$ cat config.mk
export PLATFORM = sky130hd
export DESIGN_NAME = timer_counter
export DESIGN_NICKNAME = d
export VERILOG_FILES = /design/src/rtl/timer_counter.sv
export SDC_FILE = /design/constraint.sdc
export NUM_CORES = 1
export LEC_CHECK = 0
export BUFFER_PORTS_ARGS = -buffer_cell sky130_fd_sc_hd__buf_2
export CAP_MARGIN = 20
export CORE_ASPECT_RATIO = 1.5
export CORE_MARGIN = 3
export CORE_UTILIZATION = 44
export DETAILED_ROUTE_END_ITERATION = 12
export GPL_TIMING_DRIVEN = 0
export PLACE_DENSITY = 0.81
export SLEW_MARGIN = 0
export SYNTH_ARGS = -nofsm -noshare
export SYNTH_HDL_FRONTEND = slang
export SYNTH_SLANG_ARGS = --single-unit
$ cat constraint.sdc
create_clock -name clk -period 1.6 [get_ports clk]
set_input_delay 0.32 -clock clk [delete_from_list [all_inputs] [get_ports clk]]
set_output_delay 0.32 -clock clk [all_outputs]
set_load 0.05 [all_outputs]
$ cat src/rtl/timer_counter.sv
// 8-bit up/down timer stage with parallel load, wrap pulses and sticky wrap flags.
// Optional compare-match output is compiled in when macro TMR_CMP_EN is defined.
module timer_counter #(
   parameter int WIDTH = 8
) (
   input  logic             clk,
   input  logic             rst,
   input  logic             clk_ena,
   input  logic             count_en,
   input  logic             count_dir,
   input  logic             load,
   input  logic [WIDTH-1:0] tdr,
   input  logic             ovf_clr,
   input  logic             udf_clr,
`ifdef TMR_CMP_EN
   input  logic [WIDTH-1:0] cmp_val,
   output logic             cmp_match,
`endif
   output logic [WIDTH-1:0] tcnt,
   output logic             ovf_pulse,
   output logic             udf_pulse,
   output logic             ovf_flag,
   output logic             udf_flag
);

   localparam logic [WIDTH-1:0] ALL_ZERO = {WIDTH{1'b0}};
   localparam logic [WIDTH-1:0] ALL_ONE  = {WIDTH{1'b1}};
   localparam logic [WIDTH-1:0] ONE      = {{(WIDTH-1){1'b0}}, 1'b1};

   logic             tick_s;
   logic [WIDTH-1:0] tcnt_nxt_s;
   logic             ovf_nxt_s;
   logic             udf_nxt_s;
   logic             ovf_flag_nxt_s;
   logic             udf_flag_nxt_s;

   logic [WIDTH-1:0] tcnt_r;
   logic             ovf_pulse_r;
   logic             udf_pulse_r;
   logic             ovf_flag_r;
   logic             udf_flag_r;

   assign tick_s = clk_ena & count_en & ~load;

   // Next counter value and wrap detection; load beats tick, and a load never pulses.
   always_comb begin
      tcnt_nxt_s = tcnt_r;
      ovf_nxt_s  = 1'b0;
      udf_nxt_s  = 1'b0;
      if (load) begin
         tcnt_nxt_s = tdr;
      end else if (tick_s) begin
         if (count_dir) begin
            tcnt_nxt_s = tcnt_r - ONE;
            udf_nxt_s  = (tcnt_r == ALL_ZERO);
         end else begin
            tcnt_nxt_s = tcnt_r + ONE;
            ovf_nxt_s  = (tcnt_r == ALL_ONE);
         end
      end else begin
         tcnt_nxt_s = tcnt_r;
      end
   end

   // Sticky flags: a new wrap overrides a coincident clear.
   always_comb begin
      ovf_flag_nxt_s = ovf_nxt_s | (ovf_flag_r & ~ovf_clr);
      udf_flag_nxt_s = udf_nxt_s | (udf_flag_r & ~udf_clr);
   end

   // State and registered outputs.
   always_ff @(posedge clk) begin
      if (rst) begin
         tcnt_r      <= ALL_ZERO;
         ovf_pulse_r <= 1'b0;
         udf_pulse_r <= 1'b0;
         ovf_flag_r  <= 1'b0;
         udf_flag_r  <= 1'b0;
      end else begin
         tcnt_r      <= tcnt_nxt_s;
         ovf_pulse_r <= ovf_nxt_s;
         udf_pulse_r <= udf_nxt_s;
         ovf_flag_r  <= ovf_flag_nxt_s;
         udf_flag_r  <= udf_flag_nxt_s;
      end
   end

   assign tcnt      = tcnt_r;
   assign ovf_pulse = ovf_pulse_r;
   assign udf_pulse = udf_pulse_r;
   assign ovf_flag  = ovf_flag_r;
   assign udf_flag  = udf_flag_r;

`ifdef TMR_CMP_EN
   logic cmp_nxt_s;
   logic cmp_match_r;

   // Only a tick landing on the compare value matches; loads and holds do not.
   always_comb begin
      if (tick_s) begin
         cmp_nxt_s = (tcnt_nxt_s == cmp_val);
      end else begin
         cmp_nxt_s = 1'b0;
      end
   end

   // Compare-match pulse register.
   always_ff @(posedge clk) begin
      if (rst) begin
         cmp_match_r <= 1'b0;
      end else begin
         cmp_match_r <= cmp_nxt_s;
      end
   end

   assign cmp_match = cmp_match_r;
`endif

endmodule
Word level (Yosys, flattened, before mapping)
Index checks and enable logic that the tools add are counted.
- add/sub/neg operators: 2
- eq/ne operators: 1
- muxes and demuxes: 9
- bitwise logic cells: 9
- reductions and logical operators: 2
- operators with widths (cell ; count):
    $mux 8 ; 3
    $add 8x1->8 const B ; 1
    $eq 8x8->1 const B ; 1
    $logic_not 8->1 ; 1
    $sub 8x1->8 const B ; 1
    $mux 1 ; 6
    $and 1x1->1 ; 4
    $not 1->1 ; 3
    $or 1x1->1 ; 2
    $reduce_bool 2->1 ; 1
- register bits: 12
- input port bits: 16
- output and inout port bits: 12
- word-level logic and storage cells: 28

Longest topological paths before layout
Gate-level depths: netlist of the first run.
- depth in word-level cells: 5
- gate-level depth with buffers: 7

Worst setup path after synthesis of the first run
OpenSTA, ideal clock, no wires.
- path type: register -> register
- start point: register tcnt_r[0] (netlist: tcnt[0])
- end point: register tcnt_r[6] (netlist: tcnt[6])
- library setup time: 0.086 ns
- arrival: 1.958 ns
- setup slack: -0.444 ns
- stages on the path, launching flop included: 8
- path buffers: 0
- clock period less this slack: 2.044 ns
- cells stage by stage: dfxtp_1 -> inv_1 -> fa_1 -> and2b_1 -> o2111ai_1 -> nand4b_1 -> xnor2_1 -> a211oi_1
- word-level cells in the longest chain between the ends: 4
- ends and longest elaborated chain (what ; line ; source):
    start, declared ; 37 ; logic [WIDTH-1:0] tcnt_r;
    start signal, assigned ; 80 ; tcnt_r <= tcnt_nxt_s;
    $add 8x1->8 or $sub 8x1->8 (tied branches) ; 57, 54 ;
    $mux 8 (*) ; 53 ; if (count_dir) begin
    $mux 8 (*) ; 52 ; end else if (tick_s) begin
    $mux 8 (*) ; 50 ; if (load) begin
Mark *: on every way between the ends. The rest lies on a longest branch, timed or not. The select of a mux whose other input is x is not followed.
A chain may end at the register's enable or synchronous reset.

Worst setup path in the final report of the first run
- start point: register tcnt_r[1] (netlist: tcnt[1])
- end point: register tcnt_r[7] (netlist: tcnt[7])
The elaborated chain is that of the path after synthesis.

==> results of run 1 <==
## timing repair
action                                  4_1_cts  5_1_grt
gates resized for setup                       7        2
hold endpoints to repair                      0        0
endpoints found under the setup margin        3        6
setup buffers                                 3        1
pin swaps                                     4        9
## cells in the final DEF (no fill, tap or decap), types with 2 or more instances in the layout
cell / count
sky130_fd_sc_hd__buf_2: 26
sky130_fd_sc_hd__nor2_1: 15
sky130_fd_sc_hd__a21oi_1: 12
sky130_fd_sc_hd__nand2_1: 10
sky130_fd_sc_hd__dfxtp_4: 7
sky130_fd_sc_hd__buf_4: 6
sky130_fd_sc_hd__nor3_1: 5
sky130_fd_sc_hd__dfxtp_1: 5
sky130_fd_sc_hd__o21ai_1: 3
sky130_fd_sc_hd__a211oi_1: 3
sky130_fd_sc_hd__xnor2_1: 3
sky130_fd_sc_hd__ha_4: 3
sky130_fd_sc_hd__clkbuf_4: 3
sky130_fd_sc_hd__nand3_1: 2
sky130_fd_sc_hd__or3_1: 2
sky130_fd_sc_hd__o21ai_2: 2
sky130_fd_sc_hd__nor3b_1: 2
sky130_fd_sc_hd__o21bai_1: 2
sky130_fd_sc_hd__mux2i_1: 2
sky130_fd_sc_hd__ha_2: 2
## cells in the mapped netlist, drive strengths merged
cell type	count	share of area [%]
inv	3	1.3
ha	6	8.7
nor2b	1	0.73
xnor2	3	3.1
a211oi	4	4.1
a21o	1	0.87
a21oi	13	7.6
dfxtp	12	28
nand4	1	0.73
nor2	17	8.3
or3	2	1.5
o21ai	6	3.9
o2111ai	1	1.0
nor3	5	2.9
and3	1	0.73
nor3b	2	1.7
fa	1	2.3
nand2	11	5.1
nand4b	2	2.8
a311oi	1	1.0
o21a	1	0.87
a221oi	1	1.0
nor4	1	0.73
buf	3	2.8
nand3b	1	0.87
nand3	2	1.2
or2	1	0.73
and2b	1	0.87
mux2i	2	2.3
clkbuf	1	0.44
o21bai	2	1.7
## power groups by stage
stage,clock [mW],sequential (mW),combinational (mW)
2_1_floorplan,0,0.390,0.152
3_3_place_gp,0,0.340,0.265
5_1_grt,0.268,0.335,0.343
4_1_cts,0.251,0.332,0.309
6_report,0.244,0.333,0.318
3_5_place_dp,0,0.341,0.276
## flip-flops by register name (all words and copies together), names as in the netlist
| name | flops |
|---|---|
| tcnt | 8 |
| ovf_flag | 1 |
| ovf_pulse | 1 |
| udf_flag | 1 |
| udf_pulse | 1 |
## layer usage
layer / vias up / share of wire [%]
li1: 462 / -
met1: 442 / 40
met2: 26 / 53
met3: 7 / 3.5
met4: 0 / 3.4
met5: - / 0
## logic make-up (layout without fill, tap and decap cells)
| logic type | Yosys count | in the layout | share of synthesized area [%] |
|---|---|---|---|
| DFF | 12 | 12 | 27.99 |
| muxes | 2 | 2 | 2.332 |
| xor gates and xnor gates | 3 | 3 | 3.062 |
| and+or+nand+nor | 48 | 48 | 28.87 |
| AOI/OAI and AO/OA | 30 | 30 | 22.16 |
| adders and majority gates | 7 | 7 | 11.08 |
| buffers and inverters | 7 | 41 | 4.518 |
## area by class of cell
cell class | instances | area (um^2)
Multi-Input combinational cell | 90 | 648.1
Timing Repair Buffer | 30 | 162.7
Sequential cell | 12 | 266.5
Inverter | 3 | 13.76
Tap cell | 20 | 25.02
Fill cell | 148 | 554.3
Clock buffer | 4 | 36.28
Buffer | 4 | 27.53
## path summary, 6_finish.rpt
kind | endpoint
min | tcnt[0]
min reg2reg | udf_flag
max | tcnt[7]
max reg2reg | tcnt[7]
## worst max-delay path, stage by stage (launching register included)
cell and delay (ps):
sky130_fd_sc_hd__dfxtp_4 370, sky130_fd_sc_hd__ha_4 220, sky130_fd_sc_hd__a211oi_4 260, sky130_fd_sc_hd__nor2_2 80
sky130_fd_sc_hd__a221oi_2 290, sky130_fd_sc_hd__mux2i_1 240, sky130_fd_sc_hd__o21ai_1 90
## metrics by stage
stage,hold WS (ps),setup WS [ps]
finish,273.5,-89.39
global route,270.7,-172.0
CTS,268.1,-50.44
detailed placement,441.9,-341.8
global placement,434.9,-275.2
floorplan,461.4,-0.1359
==> flow_results.xml, run 1 <==
<?xml version="1.0" encoding="UTF-8"?>
<metrics>
  <group name="run_status">
    <metric name="run_status" unit="">complete, but fails checks</metric>
    <metric name="violations" unit="">setup timing</metric>
  </group>
  <group name="detailed_routing">
    <metric name="wire_per_inst" unit="um">14.80</metric>
    <metric name="first_pass_iters" unit="">4</metric>
    <metric name="post_drt_via_cell_ratio" unit="">5.748</metric>
    <metric name="routed-via-count" unit="">937</metric>
    <metric name="ant_nets" unit="">0</metric>
    <metric name="detail_route.iter0.violations" unit="">22</metric>
    <metric name="route.final.wire_length" unit="um">2412</metric>
    <metric name="drc_viols" unit="">0</metric>
  </group>
  <group name="min_path">
    <metric name="whs_path_depth" unit="">3</metric>
    <metric name="hold_start" unit="">tdr[0]</metric>
    <metric name="worst_hold_path_type" unit="">input port to flop</metric>
  </group>
  <group name="synth">
    <metric name="flip_flop_and_latch_count_after_synthesis" unit="">12</metric>
    <metric name="synth.distinct_cells" unit="">39</metric>
    <metric name="post_synth_instance_area" unit="um^2">858.3</metric>
    <metric name="register_area_share_after_synthesis" unit="%">27.99</metric>
    <metric name="average_instance_area_after_synthesis" unit="um^2">7.875</metric>
    <metric name="synthesis.yosys.warnings" unit="">0</metric>
    <metric name="syn_inst" unit="">109</metric>
    <metric name="synth_nets" unit="">132</metric>
  </group>
  <group name="worst_setup_path">
    <metric name="setup_crit_start" unit="">tcnt[1]</metric>
    <metric name="worst-endpoint-arrival" unit="ps">1840</metric>
    <metric name="cp_data_required_time" unit="ps">1750</metric>
    <metric name="start_kind" unit="">flop</metric>
    <metric name="worstReg2RegStart" unit="">tcnt[1]</metric>
    <metric name="ff2ff_path_depth" unit="">6</metric>
    <metric name="worst-path-max-fanout" unit="">4</metric>
    <metric name="worst-setup-path-type" unit="">flop to flop</metric>
    <metric name="setup.worst_path.end_class" unit="">flop</metric>
    <metric name="rrSetupSlack" unit="ps">-90</metric>
  </group>
  <group name="clock_network">
    <metric name="tritoncts" unit="">yes</metric>
    <metric name="h-tree-depth" unit="">1</metric>
    <metric name="total_clock_buffers_created_by_cts" unit="">3</metric>
    <metric name="worst_setup_hold_path_clk_slew" unit="ps">80</metric>
    <metric name="cts_hold_buffers" unit="">0</metric>
    <metric name="max-clock-path-buffers" unit="">2</metric>
    <metric name="ctsRootBufferMaster" unit="">sky130_fd_sc_hd__clkbuf_4</metric>
    <metric name="clkLatencyLatePin" unit="ps">280</metric>
    <metric name="tritoncts_num_sinks" unit="">12</metric>
  </group>
  <group name="sta">
    <metric name="grt_setup_unrepaired" unit="">yes</metric>
    <metric name="worst_pin_slew" unit="ps">542.7</metric>
    <metric name="layout_min_cycle_time" unit="ps">1689</metric>
    <metric name="timing.final.max_slew_violations" unit="">0</metric>
    <metric name="worst_slack" unit="ps">-89.39</metric>
    <metric name="final-hold-violation-count" unit="">0</metric>
    <metric name="period_share" unit="%">105.6</metric>
    <metric name="final-setup-viol-count" unit="">2</metric>
    <metric name="achievable-frequency" unit="MHz">591.9</metric>
    <metric name="timing.slew.headroom" unit="%">63.82</metric>
    <metric name="fin_worst_skew" unit="ps">4.447</metric>
    <metric name="setup_total_negative_slack" unit="ps">-174.1</metric>
  </group>
  <group name="final_layout">
    <metric name="fraction_of_layout_cells_with_a_size_suffix_above_1" unit="%">42.66</metric>
    <metric name="stdcell_area" unit="um^2">1180</metric>
    <metric name="final_nets" unit="">167</metric>
    <metric name="num_antenna_cells" unit="">0</metric>
    <metric name="final_core_utilization" unit="%">68.04</metric>
    <metric name="syn2layout_area_growth" unit="%">37.46</metric>
    <metric name="fin_cells" unit="">163</metric>
  </group>
  <group name="global_routing">
    <metric name="grt.busiest_layer" unit="">met2</metric>
    <metric name="grt_max_degree" unit="">11</metric>
    <metric name="wire_length_of_the_first_global_routing_pass" unit="um">3781</metric>
    <metric name="grt.met1_usage" unit="%">19.38</metric>
    <metric name="gr-total-overflow" unit="">0</metric>
    <metric name="track_usage" unit="%">19.74</metric>
    <metric name="gr-usage-met2" unit="%">38.72</metric>
    <metric name="global_route.usage.met3" unit="%">0.3012</metric>
    <metric name="vias_in_the_first_global_route" unit="">895</metric>
    <metric name="grt_antenna_before_repair" unit="">0</metric>
  </group>
  <group name="power_and_ir_drop">
    <metric name="p_total" unit="mW">0.8949</metric>
    <metric name="cellInternalPower" unit="mW">0.5809</metric>
    <metric name="seq_power_share" unit="%">37.2</metric>
    <metric name="power.combinational.fraction" unit="%">35.5</metric>
    <metric name="switching_share" unit="%">35.08</metric>
    <metric name="vdd.ir_drop.worst" unit="mV">0.4594</metric>
    <metric name="leak_pwr" unit="nW">0.5118</metric>
    <metric name="power.switching" unit="mW">0.3139</metric>
    <metric name="power_density" unit="nW/um^2">758.5</metric>
    <metric name="clock_power_share" unit="%">27.3</metric>
  </group>
  <group name="placed_design">
    <metric name="buffer_ports.inserted" unit="">26</metric>
    <metric name="placed_cells_incl_taps" unit="">155</metric>
    <metric name="hpwlAfterDp" unit="um">1744</metric>
    <metric name="finalWeightedCongestion" unit="">0.7718</metric>
    <metric name="post_dp_cell_area" unit="um^2">1064</metric>
  </group>
  <group name="die">
    <metric name="floorplan.die_area" unit="um^2">2528</metric>
    <metric name="die_x" unit="um">42.06</metric>
    <metric name="core.rowCount" unit="">18</metric>
    <metric name="fp.dieH" unit="um">60.10</metric>
    <metric name="placeableCoreArea" unit="um^2">1734</metric>
    <metric name="initial_utilization" unit="%">49.49</metric>
    <metric name="num_io_pins" unit="">28</metric>
  </group>
  <group name="job">
    <metric name="max_cap_viol_count" unit="">0</metric>
  </group>
</metrics>
No activity file was read; power rests on OpenSTA's default activity.
==> inputs of run 2 (changes only) <==
--- a/config.mk
+++ b/config.mk
@@ -7,12 +7,11 @@
 export LEC_CHECK = 0
 export BUFFER_PORTS_ARGS = -buffer_cell sky130_fd_sc_hd__buf_2
 export CAP_MARGIN = 20
-export CORE_ASPECT_RATIO = 1.5
 export CORE_MARGIN = 3
-export CORE_UTILIZATION = 44
+export CORE_UTILIZATION = 49
 export DETAILED_ROUTE_END_ITERATION = 12
 export GPL_TIMING_DRIVEN = 0
-export PLACE_DENSITY = 0.81
+export PLACE_DENSITY = 0.85
 export SLEW_MARGIN = 0
 export SYNTH_ARGS = -nofsm -noshare
 export SYNTH_HDL_FRONTEND = slang
==> constraint.sdc (replaced) <==
create_clock -name clk -period 1.8 [get_ports clk]
set_input_delay 0.36 -clock clk [delete_from_list [all_inputs] [get_ports clk]]
set_output_delay 0.36 -clock clk [all_outputs]
set_load 0.05 [all_outputs]
==> flow_results.xml, run 2 (synthesis gave the netlist of run 1 again) <==
<?xml version="1.0" encoding="UTF-8"?>
<metrics>
  <group name="global_routing">
    <metric name="track_usage" unit="%">19.95</metric>
    <metric name="gr-total-overflow" unit="">0</metric>
    <metric name="wire_length_of_the_first_global_routing_pass" unit="um">3222</metric>
    <metric name="vias_in_the_first_global_route" unit="">743</metric>
    <metric name="grt_antenna_before_repair" unit="">0</metric>
    <metric name="grt_max_degree" unit="">11</metric>
  </group>
  <group name="sta">
    <metric name="period_share" unit="%">93.28</metric>
    <metric name="setup_total_negative_slack" unit="ps">0</metric>
    <metric name="grt_setup_unrepaired" unit="">no</metric>
    <metric name="final-hold-violation-count" unit="">0</metric>
    <metric name="timing.final.max_slew_violations" unit="">0</metric>
    <metric name="timing.slew.headroom" unit="%">68.43</metric>
    <metric name="final-setup-viol-count" unit="">0</metric>
    <metric name="layout_min_cycle_time" unit="ps">1679</metric>
    <metric name="achievable-frequency" unit="MHz">595.6</metric>
    <metric name="worst_pin_slew" unit="ps">473.5</metric>
    <metric name="fin_worst_skew" unit="ps">6.057</metric>
  </group>
  <group name="placed_design">
    <metric name="buffer_ports.inserted" unit="">26</metric>
    <metric name="finalWeightedCongestion" unit="">0.8940</metric>
    <metric name="hpwlAfterDp" unit="um">1643</metric>
    <metric name="placed_cells_incl_taps" unit="">151</metric>
  </group>
  <group name="worst_setup_path">
    <metric name="start_kind" unit="">flop</metric>
    <metric name="timing.critical_path.cells" unit="">inv_1 -&gt; fa_1 -&gt; and2b_1 -&gt; o2111ai_1 -&gt; nand4b_1 -&gt; xnor2_1 -&gt; a211oi_1</metric>
    <metric name="cp_data_required_time" unit="ps">1990</metric>
    <metric name="worst-setup-path-type" unit="">flop to flop</metric>
    <metric name="worstReg2RegStart" unit="">tcnt[0]</metric>
    <metric name="crit_path_max_incr_delay" unit="ps">400</metric>
    <metric name="critical-path-slowest-cell" unit="">sky130_fd_sc_hd__fa_1</metric>
    <metric name="setup.worst_path.end_class" unit="">flop</metric>
    <metric name="setup_crit_start" unit="">tcnt[0]</metric>
    <metric name="worst-path-max-fanout" unit="">3</metric>
    <metric name="worst-endpoint-arrival" unit="ps">1870</metric>
  </group>
  <group name="detailed_routing">
    <metric name="drc_viols" unit="">0</metric>
    <metric name="route.final.wire_length" unit="um">2137</metric>
    <metric name="post_drt_via_cell_ratio" unit="">5.840</metric>
    <metric name="routed-via-count" unit="">911</metric>
    <metric name="detail_route.iter0.violations" unit="">12</metric>
    <metric name="first_pass_iters" unit="">4</metric>
    <metric name="wire_per_inst" unit="um">13.70</metric>
    <metric name="ant_nets" unit="">0</metric>
  </group>
  <group name="power_and_ir_drop">
    <metric name="leak_pwr" unit="nW">0.4966</metric>
    <metric name="power.switching" unit="mW">0.2707</metric>
    <metric name="clock_power_share" unit="%">29.6</metric>
    <metric name="vdd.ir_drop.worst" unit="mV">0.4610</metric>
    <metric name="seq_power_share" unit="%">38.8</metric>
    <metric name="switching_share" unit="%">35.29</metric>
    <metric name="power.combinational.fraction" unit="%">31.6</metric>
    <metric name="cellInternalPower" unit="mW">0.4965</metric>
    <metric name="power_density" unit="nW/um^2">713.8</metric>
  </group>
  <group name="final_layout">
    <metric name="most_frequent_cells_in_the_layout" unit="">26 x sky130_fd_sc_hd__buf_2, 16 x sky130_fd_sc_hd__nor2_1, 13 x sky130_fd_sc_hd__a21oi_1, 10 x sky130_fd_sc_hd__nand2_1, 6 x sky130_fd_sc_hd__ha_1</metric>
    <metric name="fraction_of_layout_cells_with_a_size_suffix_above_1" unit="%">33.57</metric>
    <metric name="number_of_flip_flops_in_the_largest_register" unit="">8</metric>
    <metric name="num_antenna_cells" unit="">0</metric>
    <metric name="multi_input_combinational_cell_area" unit="um^2">585.6</metric>
    <metric name="fillCellCount" unit="">140</metric>
    <metric name="most_common_library_cell_in_the_layout_ignoring_fill_and_taps" unit="">sky130_fd_sc_hd__buf_2</metric>
    <metric name="area.sequential" unit="um^2">254.0</metric>
    <metric name="syn2layout_area_growth" unit="%">25.22</metric>
    <metric name="final_nets" unit="">164</metric>
    <metric name="fin_cells" unit="">156</metric>
  </group>
  <group name="die">
    <metric name="core.rowCount" unit="">14</metric>
    <metric name="fp.dieH" unit="um">47.86</metric>
    <metric name="initial_utilization" unit="%">54.44</metric>
    <metric name="placeableCoreArea" unit="um^2">1577</metric>
    <metric name="floorplan.die_area" unit="um^2">2290</metric>
    <metric name="die_x" unit="um">47.86</metric>
    <metric name="num_io_pins" unit="">28</metric>
  </group>
  <group name="clock_network">
    <metric name="ctsRootBufferMaster" unit="">sky130_fd_sc_hd__clkbuf_4</metric>
    <metric name="clkLatencyLatePin" unit="ps">280</metric>
    <metric name="tritoncts" unit="">yes</metric>
    <metric name="max-clock-path-buffers" unit="">2</metric>
    <metric name="total_clock_buffers_created_by_cts" unit="">3</metric>
    <metric name="h-tree-depth" unit="">1</metric>
    <metric name="tritoncts_num_sinks" unit="">12</metric>
    <metric name="worst_setup_hold_path_clk_slew" unit="ps">80</metric>
    <metric name="cts_hold_buffers" unit="">0</metric>
  </group>
  <group name="min_path">
    <metric name="worst_hold_path_type" unit="">input port to flop</metric>
    <metric name="hold_start" unit="">tdr[0]</metric>
  </group>
  <group name="run_status">
    <metric name="run_status" unit="">complete, no violations</metric>
  </group>
  <group name="job">
    <metric name="max_cap_viol_count" unit="">0</metric>
  </group>
</metrics>
-- run 2: cell count changes in the layout (fill, tap and decap cells not counted), sizes merged --
cell and change:
clkbuf +1, buf -4
-- run 2: final timing paths --
check	end	slack, ps	depth (start not counted)
hold / removal	tcnt[0]	310	3
setup reg to reg	tcnt[6]	120	7
hold reg to reg	ovf_flag	450	2
setup / recovery	tcnt[6]	120	7
-- run 2: area by class of cell --
cell class	instances	area share [%]
plain buffers	4	2.561
flip-flops and latches	12	23.63
repair buffers	27	13.04
multi-input cells	90	54.48
well taps	16	1.863
inverters	3	1.048
clock buffers	4	3.376
-- run 2: what timing repair did --
action	4_1_cts	5_1_grt
setup buffers	0	1
gates resized for setup	0	5
endpoints found under the setup margin	0	2
-- run 2: power groups by stage --
stage                     Sequential (mW)  Combinational [mW]  Clock, mW
final                               0.298               0.243      0.227
after CTS                           0.300               0.235      0.228
after detailed placement            0.307               0.234          0
after floorplan                     0.349               0.128          0
after global placement              0.305               0.228          0
after global routing                0.300               0.267      0.243
-- run 2: per-layer routing --
metal  global-route usage (%)  up-vias  wire (um)  share of wire [%]
li1                         -      458          -                  -
met1                    23.89      424        943                 44
met2                    35.62       27       1080                 51
met3                    6.767        2        111                5.2
met4                    1.613        0          3               0.14
met5                        0        -          0                  0
-- run 2: critical path: cells and delay by family (launching register included) --
kind / cells / cell delay [ps]
AND/OR/NAND/NOR: 2 / 360
buffers and inverters: 1 / 70
AO/OA/AOI/OAI: 2 / 320
adder cells (fa/ha/maj): 1 / 400
XOR/XNOR: 1 / 90
flip-flops: 1 / 350
-- run 2: per-stage QoR --
step	util, %	power, mW	instance area, um^2	hold slack (ps)	setup WS (ps)
final	68.17	0.7672	1075	314.2	121.0
after floorplan	-	0.4769	867.1	502.6	-22.50
after detailed placement	64.52	0.5405	1017	445.9	-209.5
after global placement	64.52	0.5334	1017	435.6	-164.4
after CTS	66.83	0.7636	1054	316.0	12.18
after global routing	68.17	0.8091	1075	311.1	4.615
==> inputs of run 3 (changes only) <==
--- a/config.mk
+++ b/config.mk
@@ -7,8 +7,11 @@
 export LEC_CHECK = 0
 export BUFFER_PORTS_ARGS = -buffer_cell sky130_fd_sc_hd__buf_2
 export CAP_MARGIN = 20
+export CELL_PAD_IN_SITES_DETAIL_PLACEMENT = 0
+export CELL_PAD_IN_SITES_GLOBAL_PLACEMENT = 1
+export CORE_ASPECT_RATIO = 1.5
 export CORE_MARGIN = 3
-export CORE_UTILIZATION = 49
+export CORE_UTILIZATION = 35
 export DETAILED_ROUTE_END_ITERATION = 12
 export GPL_TIMING_DRIVEN = 0
 export PLACE_DENSITY = 0.85
==> flow_results.xml, run 3 (synthesis gave the netlist of run 1 again) <==
<?xml version="1.0" encoding="UTF-8"?>
<metrics>
  <group name="run_status">
    <metric name="run_status" unit="">complete, no violations</metric>
  </group>
  <group name="power_and_ir_drop">
    <metric name="power_density" unit="nW/um^2">707.3</metric>
    <metric name="leak_pwr" unit="nW">0.4899</metric>
    <metric name="p_total" unit="mW">0.7619</metric>
    <metric name="vdd.ir_drop.worst" unit="mV">0.3178</metric>
  </group>
  <group name="placed_design">
    <metric name="placed_cells_incl_taps" unit="">158</metric>
    <metric name="buffer_ports.inserted" unit="">26</metric>
    <metric name="finalWeightedCongestion" unit="">0.9424</metric>
    <metric name="hpwlAfterDp" unit="um">1728</metric>
    <metric name="pre_cts_ws" unit="ps">-184.4</metric>
  </group>
  <group name="sta">
    <metric name="fin_worst_skew" unit="ps">1.233</metric>
    <metric name="final-hold-violation-count" unit="">0</metric>
    <metric name="worst_pin_slew" unit="ps">511.0</metric>
    <metric name="setup_total_negative_slack" unit="ps">0</metric>
    <metric name="worst_slack" unit="ps">84.17</metric>
    <metric name="timing.final.max_slew_violations" unit="">0</metric>
    <metric name="achievable-frequency" unit="MHz">582.8</metric>
    <metric name="final-setup-viol-count" unit="">0</metric>
    <metric name="timing.slew.headroom" unit="%">65.93</metric>
    <metric name="layout_min_cycle_time" unit="ps">1716</metric>
    <metric name="period_share" unit="%">95.32</metric>
  </group>
  <group name="final_layout">
    <metric name="most_frequent_cells_in_the_layout" unit="">27 x sky130_fd_sc_hd__buf_2, 16 x sky130_fd_sc_hd__nor2_1, 13 x sky130_fd_sc_hd__a21oi_1, 10 x sky130_fd_sc_hd__nand2_1, 6 x sky130_fd_sc_hd__ha_1</metric>
    <metric name="fin_cells" unit="">162</metric>
    <metric name="most_common_library_cell_in_the_layout_ignoring_fill_and_taps" unit="">sky130_fd_sc_hd__buf_2</metric>
    <metric name="number_of_flip_flops_in_the_largest_register" unit="">8</metric>
    <metric name="final_nets" unit="">163</metric>
    <metric name="num_antenna_cells" unit="">0</metric>
    <metric name="fraction_of_layout_cells_with_a_size_suffix_above_1" unit="%">35.25</metric>
    <metric name="syn2layout_area_growth" unit="%">25.51</metric>
  </group>
  <group name="worst_setup_path">
    <metric name="crit_buf_inv" unit="">0</metric>
    <metric name="start_kind" unit="">flop</metric>
    <metric name="worst-setup-path-type" unit="">flop to flop</metric>
    <metric name="worst-endpoint-arrival" unit="ps">1910</metric>
    <metric name="timing.critical_path.cells" unit="">ha_1 -&gt; and2b_2 -&gt; o2111ai_1 -&gt; nand4b_1 -&gt; xnor2_1 -&gt; a211oi_1</metric>
    <metric name="crit_family" unit="">compound AO/OA/AOI/OAI gates</metric>
    <metric name="setup.worst_path.end_class" unit="">flop</metric>
    <metric name="critical-path-slowest-cell" unit="">sky130_fd_sc_hd__dfxtp_2</metric>
    <metric name="worst-path-max-fanout" unit="">5</metric>
    <metric name="cp_data_required_time" unit="ps">1990</metric>
    <metric name="crit_path_max_incr_delay" unit="ps">350</metric>
  </group>
  <group name="clock_network">
    <metric name="clkLatencyLatePin" unit="ps">280</metric>
    <metric name="total_clock_buffers_created_by_cts" unit="">3</metric>
    <metric name="worst_setup_hold_path_clk_slew" unit="ps">80</metric>
    <metric name="tritoncts" unit="">yes</metric>
    <metric name="cts_hold_buffers" unit="">0</metric>
    <metric name="h-tree-depth" unit="">1</metric>
    <metric name="max-clock-path-buffers" unit="">2</metric>
    <metric name="tritoncts_num_sinks" unit="">12</metric>
    <metric name="ctsRootBufferMaster" unit="">sky130_fd_sc_hd__clkbuf_4</metric>
  </group>
  <group name="die">
    <metric name="core.rowCount" unit="">21</metric>
    <metric name="initial_utilization" unit="%">37.55</metric>
    <metric name="floorplan.die_area" unit="um^2">3095</metric>
    <metric name="num_io_pins" unit="">28</metric>
    <metric name="fp.dieH" unit="um">66.65</metric>
    <metric name="die_x" unit="um">46.44</metric>
    <metric name="placeableCoreArea" unit="um^2">2286</metric>
  </group>
  <group name="detailed_routing">
    <metric name="first_pass_iters" unit="">6</metric>
    <metric name="detail_route.iter0.violations" unit="">18</metric>
    <metric name="ant_nets" unit="">0</metric>
    <metric name="route.final.wire_length" unit="um">2287</metric>
    <metric name="post_drt_via_cell_ratio" unit="">5.593</metric>
    <metric name="routed-via-count" unit="">906</metric>
    <metric name="wire_per_inst" unit="um">14.12</metric>
    <metric name="drc_viols" unit="">0</metric>
  </group>
  <group name="global_routing">
    <metric name="grt.met1_usage" unit="%">19.77</metric>
    <metric name="grt_max_degree" unit="">11</metric>
    <metric name="grt_antenna_before_repair" unit="">0</metric>
    <metric name="gr-total-overflow" unit="">0</metric>
    <metric name="grt.busiest_layer" unit="">met2</metric>
    <metric name="track_usage" unit="%">17.27</metric>
    <metric name="global_route.usage.met3" unit="%">0.8108</metric>
    <metric name="gr-usage-met2" unit="%">30.69</metric>
    <metric name="vias_in_the_first_global_route" unit="">889</metric>
    <metric name="wire_length_of_the_first_global_routing_pass" unit="um">3905</metric>
  </group>
  <group name="job">
    <metric name="max_cap_viol_count" unit="">0</metric>
  </group>
  <group name="min_path">
    <metric name="worst_hold_path_type" unit="">input port to flop</metric>
  </group>
</metrics>
run 3: cell types whose count changed in the layout (fill, tap and decap cells not counted):
cell,previous run,this run
sky130_fd_sc_hd__buf_2,26,27
sky130_fd_sc_hd__and2b_2,0,1
sky130_fd_sc_hd__fa_1,1,0
sky130_fd_sc_hd__inv_2,0,1
sky130_fd_sc_hd__clkbuf_4,4,3
sky130_fd_sc_hd__fa_2,0,1
sky130_fd_sc_hd__buf_4,2,1
sky130_fd_sc_hd__inv_1,3,2
sky130_fd_sc_hd__and2b_1,1,0
run 3: what timing repair did:
| action | 4_1_cts | 5_1_grt |
|---|---|---|
| endpoints found under the setup margin | 0 | 4 |
| gates resized for setup | 0 | 7 |
| buffers inserted | 0 | 0 |
run 3: final cells by class:
type                    instances  area, um^2
inverters                       3       11.26
well taps                      23       28.78
multi-input cells              90       589.3
fillers                       255        1209
clock buffers                   4       36.28
repair buffers                 26       130.1
plain buffers                   4       27.53
flip-flops and latches         12       254.0
run 3: worst paths after layout:
| kind | depth (start not counted) | start | slack (ps) | endpoint |
|---|---|---|---|---|
| setup reg to reg | 6 | tcnt[2] | 80 | tcnt[6] |
| hold reg to reg | 2 | ovf_flag | 460 | ovf_flag |
| setup / recovery | 6 | tcnt[2] | 80 | tcnt[6] |
| hold / removal | 3 | tdr[2] | 310 | tcnt[2] |
run 3: report_power, final:
group / switching (mW) / total, mW / internal [mW]
Clock: 0.0984 / 0.221 / 0.123
Combinational: 0.150 / 0.241 / 0.0914
Sequential: 0.0191 / 0.299 / 0.280
Total: 0.267 / 0.762 / 0.495
run 3: worst reg2reg max path, stage by stage, from the launching register on:
cell and delay (ps):
sky130_fd_sc_hd__dfxtp_2 350, sky130_fd_sc_hd__ha_1 320, sky130_fd_sc_hd__and2b_2 230, sky130_fd_sc_hd__o2111ai_1 200, sky130_fd_sc_hd__nand4b_1 170, sky130_fd_sc_hd__xnor2_1 160, sky130_fd_sc_hd__a211oi_1 210
run 3: stage by stage:
stage	utilization (%)	instance area, um^2	hold WS (ps)
after global placement	44.88	1026	433.9
final	47.13	1077	308.5
after CTS	46.47	1062	311.9
after global routing	47.13	1077	332.0
after floorplan	-	867.1	502.6
after detailed placement	44.88	1026	445.5
run 3: routing by layer:
| metal | up-vias | wire length, um |
|---|---|---|
| met4 | 0 | 47 |
| met3 | 6 | 83 |
| met5 | - | 0 |
| met1 | 421 | 917 |
| li1 | 452 | - |
| met2 | 27 | 1238 |
